===== config.mk =====
export PLATFORM = sky130hd
export DESIGN_NAME = store_merge_ctrl
export DESIGN_NICKNAME = d
export VERILOG_FILES = /design/src/rtl/store_merge_ctrl.sv
export SDC_FILE = /design/constraint.sdc
export NUM_CORES = 1
export LEC_CHECK = 0
export BUFFER_PORTS_ARGS = -buffer_cell sky130_fd_sc_hd__clkbuf_2
export CAP_MARGIN = 20
export CELL_PAD_IN_SITES_DETAIL_PLACEMENT = 0
export CELL_PAD_IN_SITES_GLOBAL_PLACEMENT = 1
export CORE_AREA = 2 2 147 185
export DETAILED_ROUTE_END_ITERATION = 8
export DIE_AREA = 0 0 149 187
export PLACE_DENSITY_LB_ADDON = 0.1
export SKIP_LAST_GASP = 1
export SLEW_MARGIN = 20
export SYNTH_ARGS = -nofsm -noshare
export SYNTH_HDL_FRONTEND = slang
export SYNTH_SLANG_ARGS = --single-unit

===== constraint.sdc =====
create_clock -name clk -period 4.5 [get_ports clk]
set_input_delay 0.225 -clock clk [delete_from_list [all_inputs] [get_ports clk]]
set_output_delay 0.225 -clock clk [all_outputs]
set_load 0.05 [all_outputs]

===== src/rtl/store_merge_ctrl.sv =====
// Read-modify-write sequencer for one partial-word store into a line-wide data RAM.
// One request in flight; all memory-side outputs come from registers or state decode.
module store_merge_ctrl #(
  parameter int WORD_WIDTH   = 32,
  parameter int WORD_COUNT   = 4,
  parameter int OFFSET_WIDTH = 4,
  parameter int INDEX_WIDTH  = 6
) (
  input  logic                             clk,
  input  logic                             rst_n,
  input  logic                             req_valid,
  output logic                             req_ready,
  input  logic [INDEX_WIDTH-1:0]           req_index,
  input  logic [OFFSET_WIDTH-1:0]          req_offset,
  input  logic [WORD_WIDTH-1:0]            req_wdata,
  input  logic [3:0]                       req_bval,
  output logic                             mem_rd_en,
  output logic [INDEX_WIDTH-1:0]           mem_rd_index,
  input  logic [WORD_COUNT*WORD_WIDTH-1:0] mem_rd_data,
  output logic                             mem_wr_en,
  output logic [INDEX_WIDTH-1:0]           mem_wr_index,
  output logic [WORD_COUNT*WORD_WIDTH-1:0] mem_wr_data,
  output logic                             done,
  output logic                             busy
);

  localparam int LINE_W = WORD_COUNT * WORD_WIDTH;
  localparam int SEL_W  = OFFSET_WIDTH - 2;

  typedef enum logic [2:0] {IDLE, READ, WAIT, WRITE, SKIP} state_t;

  state_t                  state, state_nxt;
  logic [INDEX_WIDTH-1:0]  index_q;
  logic [SEL_W-1:0]        sel_q;
  logic [WORD_WIDTH-1:0]   wdata_q;
  logic [3:0]              bval_q;
  logic [LINE_W-1:0]       line_q;
  logic                    accept;
  logic                    unused_offset_lsb;

  // Byte-lane offset bits do not affect which word is merged.
  assign unused_offset_lsb = ^req_offset[1:0];

  function automatic logic [LINE_W-1:0] merge_line(
    input logic [LINE_W-1:0]     line,
    input logic [SEL_W-1:0]      sel,
    input logic [WORD_WIDTH-1:0] wdata,
    input logic [3:0]            bval
  );
    logic [LINE_W-1:0] res;
    int                w;
    res = line;
    w   = int'(sel) % WORD_COUNT;
    for (int b = 0; b < 4; b++) begin
      if (bval[b]) res[w*WORD_WIDTH + 8*b +: 8] = wdata[8*b +: 8];
    end
    return res;
  endfunction

  assign accept = req_valid && (state == IDLE);

  always_ff @(posedge clk or negedge rst_n) begin
    if (!rst_n) begin
      state <= IDLE;
    end else begin
      state <= state_nxt;
    end
  end

  always_comb begin
    state_nxt = state;
    req_ready = 1'b0;
    mem_rd_en = 1'b0;
    mem_wr_en = 1'b0;
    done      = 1'b0;
    busy      = 1'b1;
    unique case (state)
      IDLE: begin
        req_ready = 1'b1;
        busy      = 1'b0;
        if (req_valid) state_nxt = (req_bval == 4'b0) ? SKIP : READ;
      end
      READ: begin
        mem_rd_en = 1'b1;
        state_nxt = WAIT;
      end
      WAIT: state_nxt = WRITE;
      WRITE: begin
        mem_wr_en = 1'b1;
        done      = 1'b1;
        state_nxt = IDLE;
      end
      SKIP: begin
        done      = 1'b1;
        state_nxt = IDLE;
      end
      default: state_nxt = IDLE;
    endcase
  end

  // Request capture on accept; read line captured in WAIT, one cycle after the strobe.
  always_ff @(posedge clk or negedge rst_n) begin
    if (!rst_n) begin
      index_q <= '0;
      sel_q   <= '0;
      wdata_q <= '0;
      bval_q  <= '0;
      line_q  <= '0;
    end else begin
      if (accept) begin
        index_q <= req_index;
        sel_q   <= req_offset[OFFSET_WIDTH-1:2];
        wdata_q <= req_wdata;
        bval_q  <= req_bval;
      end
      if (state == WAIT) line_q <= mem_rd_data;
    end
  end

  assign mem_rd_index = index_q;
  assign mem_wr_index = index_q;
  assign mem_wr_data  = merge_line(line_q, sel_q, wdata_q, bval_q);

endmodule


=== Yosys cells after proc, flatten, opt, wreduce, memory -nomap -nowiden ===
Cells that the tools add are included.

* Bits in registers: 175
* Input port bits: 177
* Logic and storage cells: 46

* Add/sub/neg operators: 7
* Equal/unequal tests: 5
* Shift operators: 8
* Muxes and demuxes: 16
* Reductions and logical operators: 4

{| class="wikitable"
|+ Operators with widths
! kind !! number
|-
| $bwmux W128 || 4
|-
| $mux W128 || 4
|-
| $shift A8 B33 Y128 const A || 4
|-
| $shiftx A8 B33 Y128 || 4
|-
| $neg A8 Y33 || 3
|-
| $neg A7 Y33 || 1
|-
| $add A7 B5 Y8 const B || 2
|-
| $pmux W3 S3 || 1
|-
| $add A7 B4 Y8 const B || 1
|-
| $eq A3 B2 Y1 const B || 2
|-
| $mux W3 || 2
|-
| $mux W1 || 5
|-
| $logic_not A4 Y1 || 1
|-
| $eq A3 B1 Y1 const B || 1
|-
| $eq A3 B3 Y1 const B || 1
|-
| $logic_not A3 Y1 || 1
|-
| $ne A2 B2 Y1 const B || 1
|-
| $reduce_or A2 Y1 || 1
|-
| $logic_and A1 B1 Y1 || 1
|}

=== Longest topological paths before layout ===
* Word-level depth: 10
* Depth in mapped cells: 8
* Gate-level depth less buffers: 4

=== Least setup slack after synthesis ===
OpenSTA, ideal clock, no wires.

* Path kind: reg-to-output
* From: register sel_q[1]
* To: output mem_wr_data[22]
* Arrival: 3.150 ns
* Data required time: 4.275 ns
* Slack: 1.125 ns
* Cell stages (with the launch flop): 9
* Path buffers: 4
* Path through: dfrtp_1 buf_1 clkbuf_1 inv_1 ha_1 nand2b_1 clkbuf_1 buf_2 o41ai_1

* Word-level cells in the longest chain between the ends: 10
* Elaborated cells on any way between the ends: 23
* Those cells by class: add/sub: 7; shift: 8; mux: 8

{| class="wikitable"
|+ RTL lines
! item !! line !! source
|-
| start, declared || 34 || <nowiki>logic [SEL_W-1:0] sel_q;</nowiki>
|-
| start signal, assigned || 112 || <nowiki>sel_q <= req_offset[OFFSET_WIDTH-1:2];</nowiki>
|-
| parallel branches: the longest is 9 deep, another holds $neg A8 Y33 || -- ||
|-
| $mux W128 (*) || 55 || <nowiki>if (bval[b]) res[w*WORD_WIDTH + 8*b +: 8] = wdata[8*b +: 8];</nowiki>
|-
| end, declared || 22 || <nowiki>output logic [WORD_COUNT*WORD_WIDTH-1:0] mem_wr_data,</nowiki>
|}

Every way passes the cells marked *.

=== Worst setup path after layout ===
* From: register sel_q[0]
* To: output mem_wr_data[16]

The elaborated chain is that of the path after synthesis.

==> results.txt <==
Avg WL per Cell: 21.44 um
worst setup path startpoint: sel_q[0]
Synth Area in Simple Gates: 7.410%
core area: 26320 um^2
critical path cell sequence: buf_4 -> inv_1 -> ha_1 -> buf_4 -> nand2b_1 -> o41ai_1 -> clkbuf_2
latest clock arrival within the worst-skew pair: 440 ps
register area share after synthesis: 48.66%
most used cell, CP: buf_4
clk sinks: 175
Pins Over Slew Limit: 0
Synthesized Nets: 908
critical path type: reg -> out
Critical R2R Launch: state[2]
fin crit period: 3516 ps
CTS tree: done
post-route clock skew: 8.744 ps
Post-Synth XOR/XNOR Area: 0%
initial antenna violation count: 3
synth warn: 0
Yosys reg bits: 175
Synth Instances: 725
GP Congestion: 0.7382
IO Pins: 322
CTS Buf Count: 17
largest net degree at the start of global routing: 97
vias in the first global route: 7807
final worst path period share: 78.13%
post-synthesis cell area: 9000 um^2
setup_tns: 0 ps
first-pass GRT wire length: 46400 um
GRT Residual Overflow: 0
# DRC: 0
CTS-repair resized insts: 0
Clock Tree Buf Depth: 2
detailed placement HPWL: 20760 um
chip width: 149 um
Final nets: 1231
Max FO, Critical Path: 33
FP Rows: 67
Synth Area in Compound Gates: 15.26%
worst path bufs/invs: 4
initial core utilization: 34.19%
Slowest Stage Delay on Critical Path: 580 ps
average size of a mapped cell: 12.41 um^2
GRT Overall Usage: 21.79%
count of final setup violators: 0
H-tree depth: 4
Max Freq: 284.4 MHz
status: finished clean
CP max stage cell: o41ai_1
RSZ-0062 raised after global routing: false
post-DR vias/cell: 5.261
DRT antenna net count: 0
drt total wl: 30190 um
min-delay src: mem_rd_data[9]
Post-Synth Adder-Cell Area: 0.8341%
Vias: 7408
mux contribution to synthesized area: 21.65%
DR iter-0 viols: 310
die area: 27860 um^2
FILL cells: 2618
family with the most delay on the worst path: buffers and inverters
TritonRoute pass-1 iters: 5
max-cap viol count: 0
Post-CTS Setup Bufs: 0
Clock Pin Slew Worst Setup and Hold Paths: 70 ps
Worst-Margin Slew: 1070 ps
slew margin rel.: 28.69%
largest family of logic cells by synthesized area: multiplexers
Min-Delay Path Class: in -> reg
Die Height: 187 um
Fin. Hold Viols: 0
I/O Buffers: 319
crit path capture type: output port
Worst Path Arrival: 3290 ps
Critical Path RT: 4280 ps
fraction of layout cells with a size suffix above 1: 52.87%
P&R area growth vs syn: 31.39%
Setup crit start kind: flip-flop
post-synthesis cell type count: 34
Clock Tree Root: clkbuf_16
==> per-layer routing <==
layer | global-route usage [%] | vias up | wire length [um]
met5 | 0 | - | 13
met4 | 5.641 | 2 | 406
met3 | 5.634 | 23 | 1765
met2 | 35.59 | 212 | 14750
met1 | 28.77 | 3750 | 13250
li1 | - | 3421 | -
==> layout make-up <==
type / count / area [um^2] / area share (%)
clock buffers: 21 / 460.4 / 3.894
flip-flops and latches: 175 / 4380 / 37.04
repair buffers: 386 / 2243 / 18.97
clock inverters: 11 / 82.58 / 0.6983
inverters: 36 / 135.1 / 1.143
well taps: 345 / 431.7 / 3.650
diodes: 2 / 5.005 / 0.04232
multi-input cells: 432 / 4086 / 34.56
==> metrics by stage <==
step	hold slack (ps)	cell area [um^2]	util [%]	instances	worst slack, ps
global route	0.7596	11830	44.92	1408	693.0
detailed placement	384.2	10780	40.97	1325	1390
CTS	0.006856	11800	44.82	1404	903.9
finish	19.41	11830	44.92	1408	984.1
global placement	391.0	10780	40.97	1325	1394
floorplan	-70.59	9000	-	725	1125
==> kinds of logic after synthesis <==
logic type      count (synthesis)
buf+inv                       118
simple gates                  108
mux                           173
compound gates                145
fa+ha+maj                       6
flops                         175
==> registers in the layout (all words and copies together), names as in the netlist <==
name          cells
sel_q             2
wdata_q          32
bval_q            4
state             3
mem_rd_index      6
line_q          128
==> what timing repair did <==
action / 4_1_cts / 5_1_grt
hold buffers: 47 / 2
endpoints found under the hold margin: 139 / 2
setup endpoints to repair: 0 / 0
==> cell usage in the layout, fill, tap and decap left out, drive strengths merged, types with 2 or more instances in the layout <==
| cell | netlist | final |
|---|---|---|
| a32o | 69 | 69 |
| o41ai | 16 | 16 |
| inv | 36 | 39 |
| nand2b | 4 | 4 |
| clkinv | 0 | 3 |
| nor3b | 2 | 2 |
| o2bb2ai | 10 | 10 |
| nand4b | 8 | 8 |
| nand2 | 27 | 27 |
| diode | 0 | 2 |
| dfrtp | 175 | 175 |
| nand3 | 35 | 35 |
| o32ai | 32 | 32 |
| a21bo | 16 | 16 |
| buf | 42 | 18 |
| mux2 | 173 | 173 |
| nor2 | 2 | 2 |
| clkinvlp | 0 | 5 |
| clkbuf | 40 | 340 |
| nor2b | 3 | 3 |
| ha | 6 | 6 |
| and2 | 5 | 5 |
| and4b | 12 | 12 |
| nor4bb | 4 | 4 |
| dlygate4sd3 | 0 | 49 |
==> worst paths after layout <==
kind / cells past startpoint / end / slack (ps)
min in group asynchronous: 2 / line_q[26] / 440
hold / removal: 2 / line_q[9] / 20
setup / recovery: 7 / mem_wr_data[16] / 980
max in group asynchronous: 3 / line_q[112] / 2940
setup reg to reg: 3 / wdata_q[15] / 2230
hold reg to reg: 1 / line_q[25] / 500
==> cell usage after synthesis <==
cell,number,area [um^2]
nor2_1,2,7.510
nor4bb_1,4,40.04
buf_2,13,65.06
nor2b_1,3,18.77
a21bo_2,16,160.2
inv_1,36,135.1
nor3b_2,1,12.51
nor3_1,1,5.000
and2_1,5,31.28
nand3_1,35,175.2
or3_1,1,6.260
and4b_1,12,120.1
buf_4,16,120.1
or4_1,1,7.510
buf_1,8,30.03
or2_2,1,6.260
dfrtp_1,175,4379
o32ai_1,32,280.3
nand4b_1,8,70.07
and4_1,1,8.760
nand2_1,27,101.4
nor3b_1,1,7.510
clkbuf_1,40,150.1
mux2_1,3,33.78
o41ai_1,16,140.1
mux2_2,170,1914
o22ai_1,1,6.260
nor4b_4,1,23.77
ha_1,6,75.07
buf_6,5,56.30
a31o_2,1,8.760
a32o_1,69,690.7
o2bb2ai_1,10,87.58
nand2b_1,4,25.02
Power is not shown: default switching activity piles up to over one toggle a cycle in this logic, so the estimate is an artifact.
